`config.mk`:
```
export PLATFORM = sky130hd
export DESIGN_NAME = hcm_access_sequencer
export DESIGN_NICKNAME = d
export VERILOG_FILES = /design/src/rtl/hcm_access_sequencer_pkg.sv /design/src/rtl/hcm_access_sequencer_rr_arbiter.sv /design/src/rtl/hcm_access_sequencer.sv
export SDC_FILE = /design/constraint.sdc
export NUM_CORES = 1
export LEC_CHECK = 0
export ABC_AREA = 1
export CORE_UTILIZATION = 29
export CTS_CLUSTER_DIAMETER = 50
export DETAILED_ROUTE_END_ITERATION = 16
export PLACE_DENSITY = 0.57
export SLEW_MARGIN = 15
export SYNTH_ARGS = -nofsm -noshare
export SYNTH_HDL_FRONTEND = slang
export SYNTH_SLANG_ARGS = --single-unit
export TNS_END_PERCENT = 100
```
`constraint.sdc`:
```
create_clock -name clk -period 5.5 [get_ports clk]
set_input_delay 0.825 -clock clk [delete_from_list [all_inputs] [get_ports clk]]
set_output_delay 0.825 -clock clk [all_outputs]
set_load 0.005 [all_outputs]
```
`src/rtl/hcm_access_sequencer_pkg.sv`:
```
// Shared parameters, state encoding and helpers for the HCM access sequencer.
package hcm_access_sequencer_pkg;

  localparam int unsigned NREQ             = 4;
  localparam int unsigned ROWINDEXBITS_HCM = 9;
  localparam int unsigned HITINFOBITS      = 16;
  localparam int unsigned DRAIN_CYCLES     = 8;
  localparam int unsigned STALLCNTBITS     = 16;

  typedef enum logic [1:0] {
    ACCEPT  = 2'd0,
    DRAIN   = 2'd1,
    READOUT = 2'd2,
    CLEAR   = 2'd3
  } state_e;

  // Saturating increment for the per-requester stall counters.
  function automatic logic [STALLCNTBITS-1:0] sat_inc(input logic [STALLCNTBITS-1:0] v);
    return (&v) ? v : v + STALLCNTBITS'(1);
  endfunction

endpackage

```
`src/rtl/hcm_access_sequencer_rr_arbiter.sv`:
```
// hcm_rr_arbiter: N-way round-robin winner search with a pointer that advances
// past the winner only when the grant is actually consumed.
module hcm_rr_arbiter #(
  parameter int unsigned N = 4,
  localparam int unsigned IW = (N > 1) ? $clog2(N) : 1
) (
  input  logic          clk,
  input  logic          reset,
  input  logic [N-1:0]  valid,
  input  logic          advance,
  output logic [IW-1:0] winner_c,
  output logic          found_c
);

  localparam int unsigned IDXW = IW + 1;

  logic [IW-1:0]   ptr;
  logic [IDXW-1:0] idx;

  // Scan from the highest offset down so the lowest offset from ptr wins.
  always_comb begin
    winner_c = '0;
    found_c  = 1'b0;
    idx      = '0;
    for (int k = N - 1; k >= 0; k--) begin
      idx = {1'b0, ptr} + IDXW'(k);
      if (idx >= IDXW'(N)) begin
        idx = idx - IDXW'(N);
      end
      if (valid[idx[IW-1:0]]) begin
        winner_c = idx[IW-1:0];
        found_c  = 1'b1;
      end
    end
  end

  always_ff @(posedge clk) begin
    if (reset) begin
      ptr <= '0;
    end else if (advance && found_c) begin
      ptr <= (winner_c == IW'(N - 1)) ? '0 : winner_c + 1'b1;
    end
  end

endmodule

```
`src/rtl/hcm_access_sequencer.sv`:
```
// Per-event HCM access sequencer: arbitrated hit writes, drain, full-row readout, clear.
// Optional per-requester stall counters are built when HCM_SEQ_STALL_COUNT_EN is defined.
module hcm_access_sequencer #(
  parameter int unsigned NREQ             = hcm_access_sequencer_pkg::NREQ,
  parameter int unsigned ROWINDEXBITS_HCM = hcm_access_sequencer_pkg::ROWINDEXBITS_HCM,
  parameter int unsigned HITINFOBITS      = hcm_access_sequencer_pkg::HITINFOBITS,
  parameter int unsigned DRAIN_CYCLES     = hcm_access_sequencer_pkg::DRAIN_CYCLES
) (
  input  logic                             clk,
  input  logic                             reset,
  input  logic [NREQ-1:0]                  reqValid,
  input  logic [NREQ*ROWINDEXBITS_HCM-1:0] reqRow,
  input  logic [NREQ-1:0]                  reqSSIDIsNew,
  input  logic [NREQ*HITINFOBITS-1:0]      reqHitInfo,
  output logic [NREQ-1:0]                  reqReady,
  input  logic                             eventEnd,
  input  logic                             hcmStall,
  output logic                             hcmWriteRow,
  output logic                             hcmSSIDIsNew,
  output logic [ROWINDEXBITS_HCM-1:0]      hcmRowToWrite,
  output logic [HITINFOBITS-1:0]           hcmHitInfo,
  output logic                             hcmReadRow,
  output logic [ROWINDEXBITS_HCM-1:0]      hcmRowToRead,
  input  logic                             hcmReadFinished,
  output logic                             hcmReset,
  output logic                             busy,
  output logic                             readoutDone,
  output logic [NREQ*16-1:0]               stallCount
);

  import hcm_access_sequencer_pkg::state_e;
  import hcm_access_sequencer_pkg::ACCEPT;
  import hcm_access_sequencer_pkg::DRAIN;
  import hcm_access_sequencer_pkg::READOUT;
  import hcm_access_sequencer_pkg::CLEAR;

  localparam int unsigned NROWS = 2 ** ROWINDEXBITS_HCM;
  localparam int unsigned CW    = ROWINDEXBITS_HCM + 1;
  localparam int unsigned IW    = (NREQ > 1) ? $clog2(NREQ) : 1;
  localparam int unsigned DW    = (DRAIN_CYCLES > 0) ? $clog2(DRAIN_CYCLES + 1) : 1;

  state_e                      state, state_nxt;
  logic [IW-1:0]               winner_c;
  logic                        found_c;
  logic                        transfer_c;
  logic [DW-1:0]               drain_cnt, drain_cnt_nxt;
  logic [CW-1:0]               rd_row, rd_row_nxt;
  logic [CW-1:0]               fin_cnt, fin_cnt_nxt;
  logic                        write_nxt, ssid_nxt, read_nxt, clear_nxt, busy_nxt;
  logic [ROWINDEXBITS_HCM-1:0] wrow_nxt, rrow_nxt;
  logic [HITINFOBITS-1:0]      info_nxt;
  logic                        clear_q;

  hcm_rr_arbiter #(
    .N (NREQ)
  ) u_arb (
    .clk      (clk),
    .reset    (reset),
    .valid    (reqValid),
    .advance  (transfer_c),
    .winner_c (winner_c),
    .found_c  (found_c)
  );

  // eventEnd and stall both veto the grant in the same cycle.
  assign transfer_c = (state == ACCEPT) && !hcmStall && !eventEnd && found_c;
  assign reqReady   = transfer_c ? (NREQ'(1) << winner_c) : '0;

  // Next-state, counters and next values of the registered HCM strobes.
  always_comb begin
    state_nxt     = state;
    drain_cnt_nxt = drain_cnt;
    rd_row_nxt    = rd_row;
    fin_cnt_nxt   = fin_cnt;
    write_nxt     = 1'b0;
    ssid_nxt      = 1'b0;
    wrow_nxt      = hcmRowToWrite;
    info_nxt      = hcmHitInfo;
    read_nxt      = 1'b0;
    rrow_nxt      = hcmRowToRead;
    clear_nxt     = 1'b0;

    case (state)
      ACCEPT: begin
        if (transfer_c) begin
          write_nxt = 1'b1;
          ssid_nxt  = reqSSIDIsNew[winner_c];
          wrow_nxt  = reqRow[winner_c*ROWINDEXBITS_HCM +: ROWINDEXBITS_HCM];
          info_nxt  = reqHitInfo[winner_c*HITINFOBITS +: HITINFOBITS];
        end
        if (eventEnd) begin
          state_nxt     = DRAIN;
          drain_cnt_nxt = DW'(DRAIN_CYCLES);
        end
      end
      DRAIN: begin
        if (drain_cnt <= DW'(1)) begin
          state_nxt     = READOUT;
          drain_cnt_nxt = '0;
          rd_row_nxt    = '0;
          fin_cnt_nxt   = '0;
        end else begin
          drain_cnt_nxt = drain_cnt - 1'b1;
        end
      end
      READOUT: begin
        if (!hcmStall && (rd_row < CW'(NROWS))) begin
          read_nxt   = 1'b1;
          rrow_nxt   = rd_row[ROWINDEXBITS_HCM-1:0];
          rd_row_nxt = rd_row + 1'b1;
        end
        if (hcmReadFinished) begin
          fin_cnt_nxt = fin_cnt + 1'b1;
        end
        if (fin_cnt_nxt == CW'(NROWS)) begin
          state_nxt = CLEAR;
          clear_nxt = 1'b1;
        end
      end
      CLEAR: begin
        state_nxt     = ACCEPT;
        drain_cnt_nxt = '0;
        rd_row_nxt    = '0;
        fin_cnt_nxt   = '0;
      end
      default: begin
        state_nxt = ACCEPT;
      end
    endcase

    busy_nxt = (state_nxt != ACCEPT);
  end

  always_ff @(posedge clk) begin
    if (reset) begin
      state         <= ACCEPT;
      drain_cnt     <= '0;
      rd_row        <= '0;
      fin_cnt       <= '0;
      hcmWriteRow   <= 1'b0;
      hcmSSIDIsNew  <= 1'b0;
      hcmRowToWrite <= '0;
      hcmHitInfo    <= '0;
      hcmReadRow    <= 1'b0;
      hcmRowToRead  <= '0;
      clear_q       <= 1'b0;
      busy          <= 1'b0;
    end else begin
      state         <= state_nxt;
      drain_cnt     <= drain_cnt_nxt;
      rd_row        <= rd_row_nxt;
      fin_cnt       <= fin_cnt_nxt;
      hcmWriteRow   <= write_nxt;
      hcmSSIDIsNew  <= ssid_nxt;
      hcmRowToWrite <= wrow_nxt;
      hcmHitInfo    <= info_nxt;
      hcmReadRow    <= read_nxt;
      hcmRowToRead  <= rrow_nxt;
      clear_q       <= clear_nxt;
      busy          <= busy_nxt;
    end
  end

  assign hcmReset    = clear_q;
  assign readoutDone = clear_q;

`ifdef HCM_SEQ_STALL_COUNT_EN
  import hcm_access_sequencer_pkg::STALLCNTBITS;
  import hcm_access_sequencer_pkg::sat_inc;

  logic [NREQ-1:0][STALLCNTBITS-1:0] stall_cnt;

  // Count cycles each requester waits with a pending hit; cleared per event.
  always_ff @(posedge clk) begin
    if (reset || clear_q) begin
      stall_cnt <= '0;
    end else begin
      for (int i = 0; i < NREQ; i++) begin
        if (reqValid[i] && !reqReady[i]) begin
          stall_cnt[i] <= sat_inc(stall_cnt[i]);
        end
      end
    end
  end

  assign stallCount = stall_cnt;
`else
  assign stallCount = '0;
`endif

endmodule
```
==> results.cfg <==
[drt]
drc_errors = 0
dr.first_iter.drc_count = 244
vias = 4938
routedWlPerCell_um = 11.6
ant_nets = 0
dr.pass1.iters = 5
wl_um = 13500
vias_per_cell = 4.24

[power]
power_mw = 1.93
cellPowerDensity_mw_per_mm2 = 291
ir_worst_vdd_mv = 0.152
power.leakage_nw = 3.35

[timing]
tns_ns = 0
setup_viol = 0
drv_slew = 0
finalHoldViolCount = 0
finClkSkew_ns = 0.00711
worst_slack_ns = 1.38
min_period_over_period_pct = 75.0
tightest_slew_ns = 0.934
rsz0062_at_grt = no
max_freq_mhz = 243
slew_headroom_pct = 37.7
timing.hold.ws_ns = 0.456
min_period_ns = 4.12

[worst_setup_path]
path_max_fanout = 52
rr_worst_depth = 13
arrival_ns = 3.30
r2r-start = u_arb.ptr[0]$_SDFFE_PP0P_
endpoint = reqReady[0]
worstSetupStartpointType = primary input
slowest_delay_ns = 0.50
cp_common_cell = inv_1
crit_chain = clkdlybuf4s50_1 -> inv_1 -> nand2_1 -> nand3_1 -> nand2_1 -> inv_1 -> nor2_1 -> nor2_2 -> nand2_4 -> nand2_4 -> inv_2 -> ha_1 -> inv_1 -> nor2_1 -> clkdlybuf4s50_1
cp.depth = 15
timing.critical_path.buf_inv = 6
crit_required_ns = 4.68
r2r_slack_ns = 2.63
worstReg2RegEnd = hcmHitInfo[10]$_SDFFE_PP0P_
startpoint = reqValid[1]
cp_slowest_cell = clkdlybuf4s50_1
worstSetupPathType = in -> out
critical_path.top_delay_family = buffers and inverters
cp-end-kind = output port

[yosys]
muxShareOfSynthArea_pct = 0
synth_area_mm2 = 0.00486
synth-simple-area-share_pct = 34.8
synth_top_family_by_area = simple AND/OR/NAND/NOR gates
synth_fa_ha_area_share_pct = 2.06
synth.distinct_cells = 34
ys_seq_elements = 67
synth_compound_area_share_pct = 6.69
avgSynthCellArea_um2 = 6.04
synth-xor-area-share_pct = 1.08
postSynthCellCount = 805
yosys_warnings = 0
synth-seq-area-share_pct = 27.6

[global_route]
grt_usage_pct = 16.0
grt_pass1_vias = 4405
grt_overflow = 0
grt_start_max_net_pins = 54
antenna_found_initial = 0
grt_pass1_wl_um = 22300

[cells_and_area]
drive_above_1_share_pct = 4.00
most-common-layout-cells = inv_1, clkdlybuf4s50_1, nand2_1
diodes = 0
layout_commonest_cell = inv_1
finalNetCount = 1065
areaGrowthSynthToFinish_pct = 36.1

[cts]
cts.path.max_buffers = 2
postCtsSetupBuffers = 0
htreeDepth = 3
cts-root-buf = clkbuf_16
numCtsBuffers = 9
cts_sinks = 67
ctsHoldBuffers = 0
path_clk_slew_ns = 0.06
cts_resized = 0
clkLatencyLatePin_ns = 0.33
cts_tree = built

[floorplanning]
fp.coreArea_mm2 = 0.0161
num_rows = 46
die_y_um = 132
io_pins = 221
die-area_mm2 = 0.0173
start_util_pct = 30.2
die-width_um = 132

[placed_design]
numPortBuffers = 156
hpwl_um = 9890
routabilityCongestion = 0.802
pre_cts_ws_ns = 1.33

[worst_hold_path]
whs_path_depth = 2
hold_path_class = reg -> reg

[run_status]
outcome = finished clean

[run]
drv_cap = 0
[Yosys cell counts, drive strengths merged]
library cell / instances / area (µm²)
a211oi: 1 / 7.51
a21boi: 1 / 7.51
a21oi: 23 / 119
a32o: 2 / 20.0
and2: 1 / 6.26
buf: 92 / 661
clkbuf: 4 / 15.0
clkinv: 1 / 3.75
conb: 1 / 3.75
dfxtp: 67 / 1340
ha: 8 / 100
inv: 177 / 667
nand2: 150 / 586
nand3: 143 / 716
nand3b: 1 / 7.51
nor2: 89 / 342
nor3: 5 / 25.0
o211ai: 1 / 7.51
o21a: 1 / 7.51
o21ai: 24 / 120
o221a: 1 / 11.3
o22ai: 4 / 25.0
or2: 2 / 12.5
xor2: 6 / 52.6
[power by group]
group          leakage (nW)  switching (mW)  internal [mW]
sequential            0.546          0.0278          0.527
combinational          2.65           0.438          0.305
clock                 0.156           0.229          0.400
total                  3.35           0.695           1.23
[worst min-delay path by stage]
stage	start	end
floorplan	rd_row[9]$_SDFFE_PP0P_	rd_row[9]$_SDFFE_PP0P_
global placement	rd_row[8]$_SDFFE_PP0P_	rd_row[9]$_SDFFE_PP0P_
detailed placement	rd_row[8]$_SDFFE_PP0P_	rd_row[9]$_SDFFE_PP0P_
CTS	rd_row[8]$_SDFFE_PP0P_	rd_row[9]$_SDFFE_PP0P_
global route	fin_cnt[9]$_SDFFE_PP0P_	fin_cnt[9]$_SDFFE_PP0P_
finish	rd_row[8]$_SDFFE_PP0P_	rd_row[9]$_SDFFE_PP0P_
[metal layers]
| layer | vias up | wire length [µm] | global-route usage, % |
|---|---|---|---|
| met2 | 162 | 6480 | 27.2 |
| met4 | 0 | 152 | 3.49 |
| met5 | - | 0 | 0 |
| met1 | 2167 | 5850 | 19.2 |
| li1 | 2594 | - | - |
| met3 | 15 | 978 | 5.83 |
[sequential cells by signal, summed over array words and instances (netlist names)]
register and flops:
u_arb.ptr 2, hcmHitInfo 16, hcmSSIDIsNew 1, hcmRowToWrite 9, state 2, hcmReadRow 1, hcmReset 1, drain_cnt 4
hcmRowToRead 9, fin_cnt 10, hcmWriteRow 1, busy 1, rd_row 10
[tightest hold or removal path: stages, from the launching register on]
cell	delay (ns)
dfxtp_1	0.31
nand2_1	0.06
a21oi_1	0.05
[stage by stage]
step	util [%]	instances	area, µm²
final	41.1	1165	6620
after CTS	41.1	1165	6620
after detailed placement	39.1	1149	6290
after global placement	39.1	1149	6290
after floorplan	-	868	5100
after global routing	41.1	1165	6620
[cells by family after synthesis]
kind of cell / count (synthesis)
adder cells (fa/ha/maj): 8
AND/OR/NAND/NOR: 391
flip-flops: 67
buffers and inverters: 274
AO/OA/AOI/OAI: 58
XOR/XNOR: 6
other: 1
[area by class of cell]
cell class / instances / area [µm²]
Fill cell: 1753 / 9500
Multi-Input combinational cell: 527 / 2410
Timing Repair Buffer: 161 / 1600
Sequential cell: 67 / 1340
Inverter: 178 / 671
Tap cell: 216 / 270
Clock buffer: 9 / 225
Clock inverter: 7 / 98.8
Note: power is estimated with default switching activity, not from simulation.
